[src/rtl/tdc_accum_readout.sv]
// tdc_accum_readout
//   Capture, averaging and readout stage behind a tapped TDC delay line.
//   Each hit samples the thermometer word; its popcount is optionally
//   averaged over 1/2/4/8 hits, tagged with a sequence number and queued in
//   a small FIFO that the host reads one byte at a time.
//
// Ports
//   clk       system clock, rising edge
//   rst_n     asynchronous reset, active-high
//   therm     delay-line taps (already synchronous to clk)
//   hit       1-cycle strobe: sample therm
//   mode      0 = single-shot, 1 = accumulate
//   avg_sel   accumulate group size = 1 << avg_sel
//   rd_pop    1-cycle strobe: pop FIFO head
//   byte_sel  0 = result byte, 1 = sequence byte
//   clr_ovf   clear sticky overflow
//   dout      selected byte of FIFO head, 0 when empty
//   empty     FIFO empty
//   full      FIFO full
//   overflow  sticky: a completed group was dropped
//   level     FIFO occupancy
//
// Accumulate FSM
//   state | meaning
//   IDLE  | no group open; next count opens a group (or is pushed directly
//         | when the group size is 1)
//   ACCUM | group open; acc holds the partial sum, n counts accepted hits
//
//   The push of a finished group happens in the same cycle its last count is
//   consumed (result taken from acc + count). That keeps single-shot latency
//   at hit -> FIFO write two edges later, and a count following a completed
//   group lands in IDLE and opens the next group without loss.

module tdc_accum_readout #(
  parameter int N_DELAY    = 32,
  parameter int FIFO_DEPTH = 4
) (
  input  logic                          clk,
  input  logic                          rst_n,
  input  logic [N_DELAY-1:0]            therm,
  input  logic                          hit,
  input  logic                          mode,
  input  logic [1:0]                    avg_sel,
  input  logic                          rd_pop,
  input  logic                          byte_sel,
  input  logic                          clr_ovf,
  output logic [7:0]                    dout,
  output logic                          empty,
  output logic                          full,
  output logic                          overflow,
  output logic [$clog2(FIFO_DEPTH):0]   level
);

  localparam int CNT_W = $clog2(N_DELAY + 1);
  localparam int ACC_W = CNT_W + 3;
  localparam int PTR_W = $clog2(FIFO_DEPTH);

  typedef enum logic [0:0] {IDLE, ACCUM} state_t;

  function automatic logic [CNT_W-1:0] popcnt(input logic [N_DELAY-1:0] v);
    logic [CNT_W-1:0] c;
    c = '0;
    for (int i = 0; i < N_DELAY; i++) c = c + CNT_W'(v[i]);
    return c;
  endfunction

  // Blocks a hit that coincides with reset release.
  logic               rst_dly_q;
  logic               s1_v_q;
  logic [N_DELAY-1:0] s1_therm_q;
  logic               s2_v_q;
  logic [CNT_W-1:0]   s2_cnt_q;

  always_ff @(posedge clk or posedge rst_n) begin
    if (rst_n) begin
      rst_dly_q  <= 1'b1;
      s1_v_q     <= 1'b0;
      s1_therm_q <= '0;
      s2_v_q     <= 1'b0;
      s2_cnt_q   <= '0;
    end else begin
      rst_dly_q <= 1'b0;
      s1_v_q    <= hit & ~rst_dly_q;
      if (hit & ~rst_dly_q) s1_therm_q <= therm;
      s2_v_q    <= s1_v_q;
      if (s1_v_q) s2_cnt_q <= popcnt(s1_therm_q);
    end
  end

  state_t           state_q;
  logic [ACC_W-1:0] acc_q;
  logic [3:0]       n_q;
  logic [1:0]       g_avg_q;
  logic [7:0]       seq_q;

  logic [1:0]       avg_new;
  logic [ACC_W-1:0] cnt_ext;
  logic [ACC_W-1:0] sum;
  logic [ACC_W-1:0] shifted;
  logic [3:0]       n_next;
  logic [3:0]       grp_sz;
  logic             push;
  logic [7:0]       res8;

  always_comb begin
    avg_new = mode ? avg_sel : 2'd0;
    cnt_ext = ACC_W'(s2_cnt_q);
    sum     = acc_q + cnt_ext;
    n_next  = n_q + 4'd1;
    grp_sz  = 4'd1 << g_avg_q;
    push    = 1'b0;
    shifted = '0;
    if (s2_v_q) begin
      if (state_q == IDLE) begin
        if (avg_new == 2'd0) begin
          push    = 1'b1;
          shifted = cnt_ext;
        end
      end else if (n_next == grp_sz) begin
        push    = 1'b1;
        shifted = sum >> g_avg_q;
      end
    end
    res8 = 8'(shifted);
  end

  always_ff @(posedge clk or posedge rst_n) begin
    if (rst_n) begin
      state_q <= IDLE;
      acc_q   <= '0;
      n_q     <= '0;
      g_avg_q <= '0;
      seq_q   <= '0;
    end else begin
      if (push) seq_q <= seq_q + 8'd1;
      if (s2_v_q) begin
        case (state_q)
          IDLE: begin
            if (avg_new != 2'd0) begin
              state_q <= ACCUM;
              acc_q   <= cnt_ext;
              n_q     <= 4'd1;
              g_avg_q <= avg_new;
            end
          end
          ACCUM: begin
            if (push) begin
              state_q <= IDLE;
              acc_q   <= '0;
              n_q     <= '0;
            end else begin
              acc_q <= sum;
              n_q   <= n_next;
            end
          end
          default: state_q <= IDLE;
        endcase
      end
    end
  end

  logic [15:0]  mem_q [FIFO_DEPTH];
  logic [PTR_W:0] wr_q, rd_q;
  logic [15:0]  head;
  logic         pop_en, wr_en, drop, overflow_d;

  always_comb begin
    level  = wr_q - rd_q;
    empty  = (level == '0);
    full   = (level == (PTR_W + 1)'(FIFO_DEPTH));
    pop_en = rd_pop & ~empty;
    // A pop in the same cycle frees the slot, so a push on full still lands.
    wr_en  = push & (~full | pop_en);
    drop   = push & ~wr_en;
    overflow_d = drop ? 1'b1 : (clr_ovf ? 1'b0 : overflow);
    head   = mem_q[rd_q[PTR_W-1:0]];
    dout   = empty ? 8'd0 : (byte_sel ? head[15:8] : head[7:0]);
  end

  always_ff @(posedge clk or posedge rst_n) begin
    if (rst_n) begin
      wr_q     <= '0;
      rd_q     <= '0;
      overflow <= 1'b0;
      for (int i = 0; i < FIFO_DEPTH; i++) mem_q[i] <= '0;
    end else begin
      overflow <= overflow_d;
      if (wr_en) begin
        mem_q[wr_q[PTR_W-1:0]] <= {seq_q, res8};
        wr_q <= wr_q + 1'b1;
      end
      if (pop_en) rd_q <= rd_q + 1'b1;
    end
  end

endmodule
[config.mk]
export PLATFORM = sky130hd
export DESIGN_NAME = tdc_accum_readout
export DESIGN_NICKNAME = d
export VERILOG_FILES = /design/src/rtl/tdc_accum_readout.sv
export SDC_FILE = /design/constraint.sdc
export NUM_CORES = 1
export LEC_CHECK = 0
export CORE_ASPECT_RATIO = 1.2
export CORE_UTILIZATION = 55
export CTS_BUF_LIST = sky130_fd_sc_hd__clkbuf_4 sky130_fd_sc_hd__clkbuf_8
export DETAILED_ROUTE_END_ITERATION = 6
export PLACE_DENSITY = 0.76
export REMOVE_ABC_BUFFERS = 1
export SLEW_MARGIN = 15
export SYNTH_ARGS = -nofsm -noshare
export SYNTH_HDL_FRONTEND = slang
export SYNTH_SLANG_ARGS = --single-unit
export TNS_END_PERCENT = 1
[constraint.sdc]
create_clock -name clk -period 14.1 [get_ports clk]
set_clock_uncertainty 0.05 [all_clocks]
set_input_delay 2.82 -clock clk [delete_from_list [all_inputs] [get_ports clk]]
set_output_delay 2.82 -clock clk [all_outputs]
set_load 0.01 [all_outputs]
==> results.sh, run 1 <==
export IMPL_run_status="complete, no violations"
export IMPL_wirelength_um=14900
export IMPL_switching_share_pct=40.9
export IMPL_ctsHoldBuffers=0
export IMPL_crit_path_start_kind="primary input"
export IMPL_max_freq_mhz=137
export IMPL_drc=0
export IMPL_vdd_ir_drop_max_mv=0.193
export IMPL_p_total_mw=2.10
export IMPL_mostFrequentLayoutCell="dfrtp_1"
export IMPL_synthArstFlopShare_pct=100
export IMPL_die_w_um=110
export IMPL_ys_types=72
export IMPL_drt_pre_antenna_iters=4
export IMPL_final_cells=900
export IMPL_start_util_pct=57.2
export IMPL_dr_first_iter_drc_count=294
export IMPL_htree_levels=4
export IMPL_grt_max_degree=81
export IMPL_grt_pass1_vias=5305
export IMPL_place_inst=869
export IMPL_grt_pass1_wl_um=25200
export IMPL_ctsRootBufferMaster="clkbuf_8"
export IMPL_ios=55
export IMPL_drv_cap=0
export IMPL_cts_buffers=17
export IMPL_final_hold_violation_count=0
export IMPL_overflow=0
export IMPL_avgSynthCellArea_sq_um=11.3
export IMPL_yosysWarningCount=0
export IMPL_clk_path_buf_depth=2
export IMPL_final_cell_mix="dfrtp_1 (135), mux2_2 (67), inv_1 (66), clkdlybuf4s50_1 (54), nand2_1 (53)"
export IMPL_fin_ws_ns=6.79
export IMPL_critPathKind="in2out"
export IMPL_setup_violations_final=0
export IMPL_combPwrFrac_pct=56.7
export IMPL_cp_data_required_time_ns=11.23
export IMPL_die_h_um=131
export IMPL_synth_ff_type="dfrtp_1"
export IMPL_rsz0062_at_grt="false"
export IMPL_globalplace_congestion=0.881
export IMPL_post_cts_buffers=0
export IMPL_syn2layout_area_growth_pct=13.5
export IMPL_post_route_min_period_ns=7.31
export IMPL_cts_tree="yes"
export IMPL_cts_sinks=136
export IMPL_synth_edf_count=0
export IMPL_core_area_sq_um=13400
export IMPL_nets=809
export IMPL_worst_ep_arrival_time_ns=4.44
export IMPL_antenna_found_initial=0
export IMPL_p_seq_share_pct=28.5
export IMPL_ant_nets=0
export IMPL_viasPerCell=5.64
export IMPL_hp_class="reg2reg"
export IMPL_via_count=5077
export IMPL_fin_util_pct=65.0
export IMPL_maxSlewHeadroom_pct=24.0
export IMPL_p_int_mw=1.24
export IMPL_slew_violations=0
export IMPL_p_per_area_nw_per_um2=241
export IMPL_synth_cells=677
export IMPL_yosysSeqAreaShare_pct=44.4
export IMPL_p_switching_mw=0.859
export IMPL_detailed_place_hpwl_um=10600
export IMPL_clkSlewWorstSetupHoldPaths_ns=0.07
export IMPL_setup_worst_path_end_class="output pin"
export IMPL_crit_fanout=8
export IMPL_insertedDiodeCount=0
export IMPL_placementRows=46
export IMPL_cts_resized=0
export IMPL_synth_area_sq_um=7670
export IMPL_track_usage_pct=22.6
export IMPL_p_leak_nw=3.96
export IMPL_worst_pin_slew_ns=1.14
export IMPL_dieArea_sq_um=14400
export IMPL_fin_crit_sh_pct=51.8
export IMPL_clk_latency_ns=0.45
export IMPL_numPortBuffers=54
export IMPL_fin_tns_setup_ns=0
export IMPL_wl_per_cell_um=16.6
export IMPL_pwr_share_clk_pct=14.8
export IMPL_synth_seq_cells=136
export IMPL_dp_slack_ns=6.76
export IMPL_drive_gt1_share_pct=19.1
## logic make-up (layout without fill, tap and decap cells)
kind of cell	after synthesis	in the layout	synth area share, %
and+or+nand+nor	142	142	8.95
DFF	136	136	44.4
AOI/OAI and AO/OA	128	128	11.4
buffers and inverters	103	158	5.49
muxes	99	99	16.9
adders and majority gates	48	48	10.4
xor gates and xnor gates	20	20	2.46
other	1	1	0.0489
## worst max-delay path, cell delays in order
cell,delay (ns)
clkdlybuf4s50_1,0.78
mux2i_1,0.26
nor2_1,0.07
clkdlybuf4s50_1,0.51
## state kept, by name (all words and copies together) (netlist names), 2 cells and up
register / cells
s1_therm_q: 32
acc_q: 9
mem_q: 64
s2_cnt_q: 6
rd_q: 3
g_avg_q: 2
n_q: 4
wr_q: 3
seq_q: 8
## layout make-up
cell class,count,area (sq um)
fillers,1065,4700
multi-input cells,438,3870
flip-flops and latches,136,3400
repair buffers,59,578
clock buffers,25,325
inverters,68,258
well taps,168,210
clock inverters,6,65.1
## stage by stage
step | instance area, sq um | hold slack, ns
floorplan | 7510 | 0.393
global placement | 8310 | 0.415
detailed placement | 8310 | 0.417
CTS | 8700 | 0.432
global route | 8710 | 0.456
finish | 8710 | 0.431
## metal layers
layer  up-vias  part of all wire (%)  wire length (um)  global-route usage, %
met5         -                     0                 0                      0
met1      2539                    42              6290                   27.0
met2        75                    54              8050                   39.9
met4         0                   1.6               236                   8.67
met3        21                   2.3               349                   3.77
li1       2442                     -                 -                      -
## path summary, 6_finish.rpt
path	from	end	slack, ns	cells after the start
setup / recovery	byte_sel	dout[0]	6.79	4
hold / removal	rd_q[2]$_DFFE_PP0P_	rd_q[2]$_DFFE_PP0P_	0.43	1
setup reg to reg	s1_therm_q[17]$_DFFE_PP0P_	s2_cnt_q[4]$_DFFE_PP0P_	9.21	16
hold reg to reg	rd_q[2]$_DFFE_PP0P_	rd_q[2]$_DFFE_PP0P_	0.43	1
max in group asynchronous	rst_n	mem_q[24]$_DFFE_PP0P_	9.75	3
min in group asynchronous	rst_n	s1_therm_q[6]$_DFFE_PP0P_	2.79	2
## cells in the mapped netlist, types with 3 or more instances
cell type / n / share of area [%]
a31oi_1: 8 / 0.65
o31ai_1: 4 / 0.39
dfrtp_1: 135 / 44
nand2b_1: 3 / 0.24
a22o_1: 3 / 0.34
nor3_1: 6 / 0.39
nor2_1: 32 / 1.6
o21ai_0: 36 / 2.3
buf_6: 4 / 0.59
o211ai_1: 5 / 0.49
nor2b_1: 11 / 0.90
mux4_2: 18 / 5.3
a21o_1: 5 / 0.49
o22ai_1: 3 / 0.24
clkbuf_1: 23 / 1.1
inv_1: 67 / 3.3
mux2i_1: 14 / 1.8
nand2_1: 53 / 2.6
fa_1: 26 / 6.8
a211o_1: 3 / 0.34
or3_1: 4 / 0.33
buf_2: 4 / 0.26
xor2_1: 6 / 0.68
a21oi_2: 4 / 0.46
buf_1: 4 / 0.20
nand4_1: 3 / 0.24
ha_1: 22 / 3.6
xnor2_1: 13 / 1.5
mux2_2: 67 / 9.8
and3_1: 6 / 0.49
nand3_1: 10 / 0.65
a21oi_1: 27 / 1.8
## power groups by stage
stage	sequential, mW	clock (mW)	combinational [mW]
floorplan	0.578	0	0.917
global placement	0.594	0	1.15
detailed placement	0.603	0	1.20
CTS	0.596	0.319	1.20
global route	0.613	0.336	1.35
finish	0.597	0.311	1.19
Power figures use the tool's default switching activity.
==> inputs of run 2 (changes only) <==
- PLACE_DENSITY: 0.76 -> 0.79
- clock period: 14.1 -> 6.61 ns (I/O delays scaled with it)
==> results.sh, run 2 (same netlist as run 1, synthesis figures left out) <==
export IMPL_top_register="mem_q"
export IMPL_ctsHoldBuffers=0
export IMPL_max_freq_mhz=204
export IMPL_die_h_um=131
export IMPL_holdWs_ns=0.435
export IMPL_clk_path_buf_depth=2
export IMPL_nets=809
export IMPL_critPathKind="reg2reg"
export IMPL_ant_nets=0
export IMPL_worst_ep_arrival_time_ns=5.16
export IMPL_drc=0
export IMPL_clk_latency_ns=0.44
export IMPL_fin_tns_setup_ns=0
export IMPL_grt_max_degree=91
export IMPL_p_switching_mw=1.87
export IMPL_post_route_min_period_ns=4.89
export IMPL_wirelength_um=15700
export IMPL_switching_share_pct=40.7
export IMPL_worstReg2RegStart="s1_therm_q[13]$_DFFE_PP0P_"
export IMPL_slew_violations=0
export IMPL_grt_pass1_vias=5480
export IMPL_cp_data_required_time_ns=6.88
export IMPL_maxSlewHeadroom_pct=19.6
export IMPL_combPwrFrac_pct=56.5
export IMPL_path_cells="inv_1 > fa_1 > fa_1 > fa_1 > fa_1 > fa_1 > fa_1 > inv_1 > ha_1 > inv_1 > fa_1 > inv_1 > a21o_1 > a21oi_1 > xnor2_1 > mux2_2"
export IMPL_dr_first_iter_drc_count=325
export IMPL_core_area_sq_um=13400
export IMPL_setup_violations_final=0
export IMPL_drive_gt1_share_pct=19.0
export IMPL_detailed_place_hpwl_um=10800
export IMPL_mostFrequentLayoutCell="dfrtp_1"
export IMPL_clkSlewWorstSetupHoldPaths_ns=0.07
export IMPL_crit_path_start_kind="flip-flop"
export IMPL_reg_top3="mem_q x64, s1_therm_q x32, acc_q x9"
export IMPL_p_leak_nw=3.97
export IMPL_fin_ws_ns=1.72
export IMPL_fin_util_pct=65.1
export IMPL_vdd_ir_drop_max_mv=0.593
export IMPL_dieArea_sq_um=14400
export IMPL_placementRows=46
export IMPL_drt_pre_antenna_iters=5
export IMPL_insertedDiodeCount=0
export IMPL_rsz0062_at_grt="false"
export IMPL_overflow=0
export IMPL_worst_pin_slew_ns=1.21
export IMPL_final_hold_violation_count=0
export IMPL_htree_levels=4
export IMPL_placed_area_sq_um=8310
export IMPL_numPortBuffers=54
export IMPL_syn2layout_area_growth_pct=13.8
export IMPL_p_seq_share_pct=27.8
export IMPL_cts_buffers=17
export IMPL_via_count=5226
export IMPL_crit_start="s1_therm_q[13]$_DFFE_PP0P_"
export IMPL_drv_cap=0
export IMPL_crit_top_cell="fa_1"
export IMPL_run_status="complete, no violations"
export IMPL_p_total_mw=4.60
export IMPL_pwr_share_clk_pct=15.7
export IMPL_cts_resized=0
export IMPL_largest_register_ffs=64
export IMPL_grt_pass1_wl_um=26500
export IMPL_wl_per_cell_um=17.4
export IMPL_place_inst=869
export IMPL_crit_fanout=2
export IMPL_globalplace_congestion=0.912
export IMPL_die_w_um=110
export IMPL_p_per_area_nw_per_um2=526
export IMPL_dp_slack_ns=1.73
export IMPL_final_cell_mix="dfrtp_1 (135), mux2_2 (67), inv_1 (66), clkdlybuf4s50_1 (54), nand2_1 (53)"
export IMPL_viasPerCell=5.81
export IMPL_final_area_sq_um=8730
export IMPL_cts_tree="yes"
export IMPL_cp_slowest_cell="fa_1"
export IMPL_setup_worst_path_end_class="flip-flop"
export IMPL_cts_sinks=136
export IMPL_start_util_pct=57.2
export IMPL_worstHoldStart="rd_q[2]$_DFFE_PP0P_"
export IMPL_cpPeakStageDelay_ns=0.55
export IMPL_final_cells=899
export IMPL_track_usage_pct=23.9
export IMPL_ctsRootBufferMaster="clkbuf_8"
export IMPL_hp_class="reg2reg"
export IMPL_post_cts_buffers=0
export IMPL_antenna_found_initial=0
export IMPL_ios=55
export IMPL_p_int_mw=2.72
export IMPL_fin_crit_sh_pct=74.0
[run 2: power by group through the flow]
stage | registers [mW] | clock network (mW) | logic [mW]
6_report | 1.28 | 0.720 | 2.60
3_5_place_dp | 1.29 | 0 | 2.55
2_1_floorplan | 1.23 | 0 | 1.96
3_3_place_gp | 1.27 | 0 | 2.40
4_1_cts | 1.28 | 0.733 | 2.61
5_1_grt | 1.31 | 0.773 | 2.93
[run 2: path summary, 6_finish.rpt]
kind / end / slack, ns / cells after the start
max in group asynchronous: mem_q[12]$_DFFE_PP0P_ / 4.02 / 3
worst min-delay path: rd_q[2]$_DFFE_PP0P_ / 0.44 / 1
worst max register to register: s2_cnt_q[4]$_DFFE_PP0P_ / 1.72 / 16
worst max-delay path: s2_cnt_q[4]$_DFFE_PP0P_ / 1.72 / 16
worst min register to register: rd_q[2]$_DFFE_PP0P_ / 0.44 / 1
min in group asynchronous: mem_q[17]$_DFFE_PP0P_ / 1.36 / 2
[run 2: routing by layer]
layer,GRT usage [%],wire length [um]
met5,0,0
met4,7.78,243
met3,5.46,657
met2,40.8,8460
met1,29.4,6290
[run 2: cell type report]
cell class	count	area [sq um]
multi-input cells	438	3860
inverters	68	260
clock buffers	22	297
flip-flops and latches	136	3400
clock inverters	8	120
well taps	168	210
fillers	1016	4680
repair buffers	59	578
[run 2: worst max-delay path: cells and delay by family, from the launching register on]
| family | cells | cell delay, ns |
|---|---|---|
| buffers and inverters | 4 | 0.30 |
| muxes | 1 | 0.26 |
| AOI/OAI and AO/OA | 2 | 0.17 |
| adders and majority gates | 8 | 3.49 |
| DFF | 1 | 0.38 |
| xor gates and xnor gates | 1 | 0.13 |
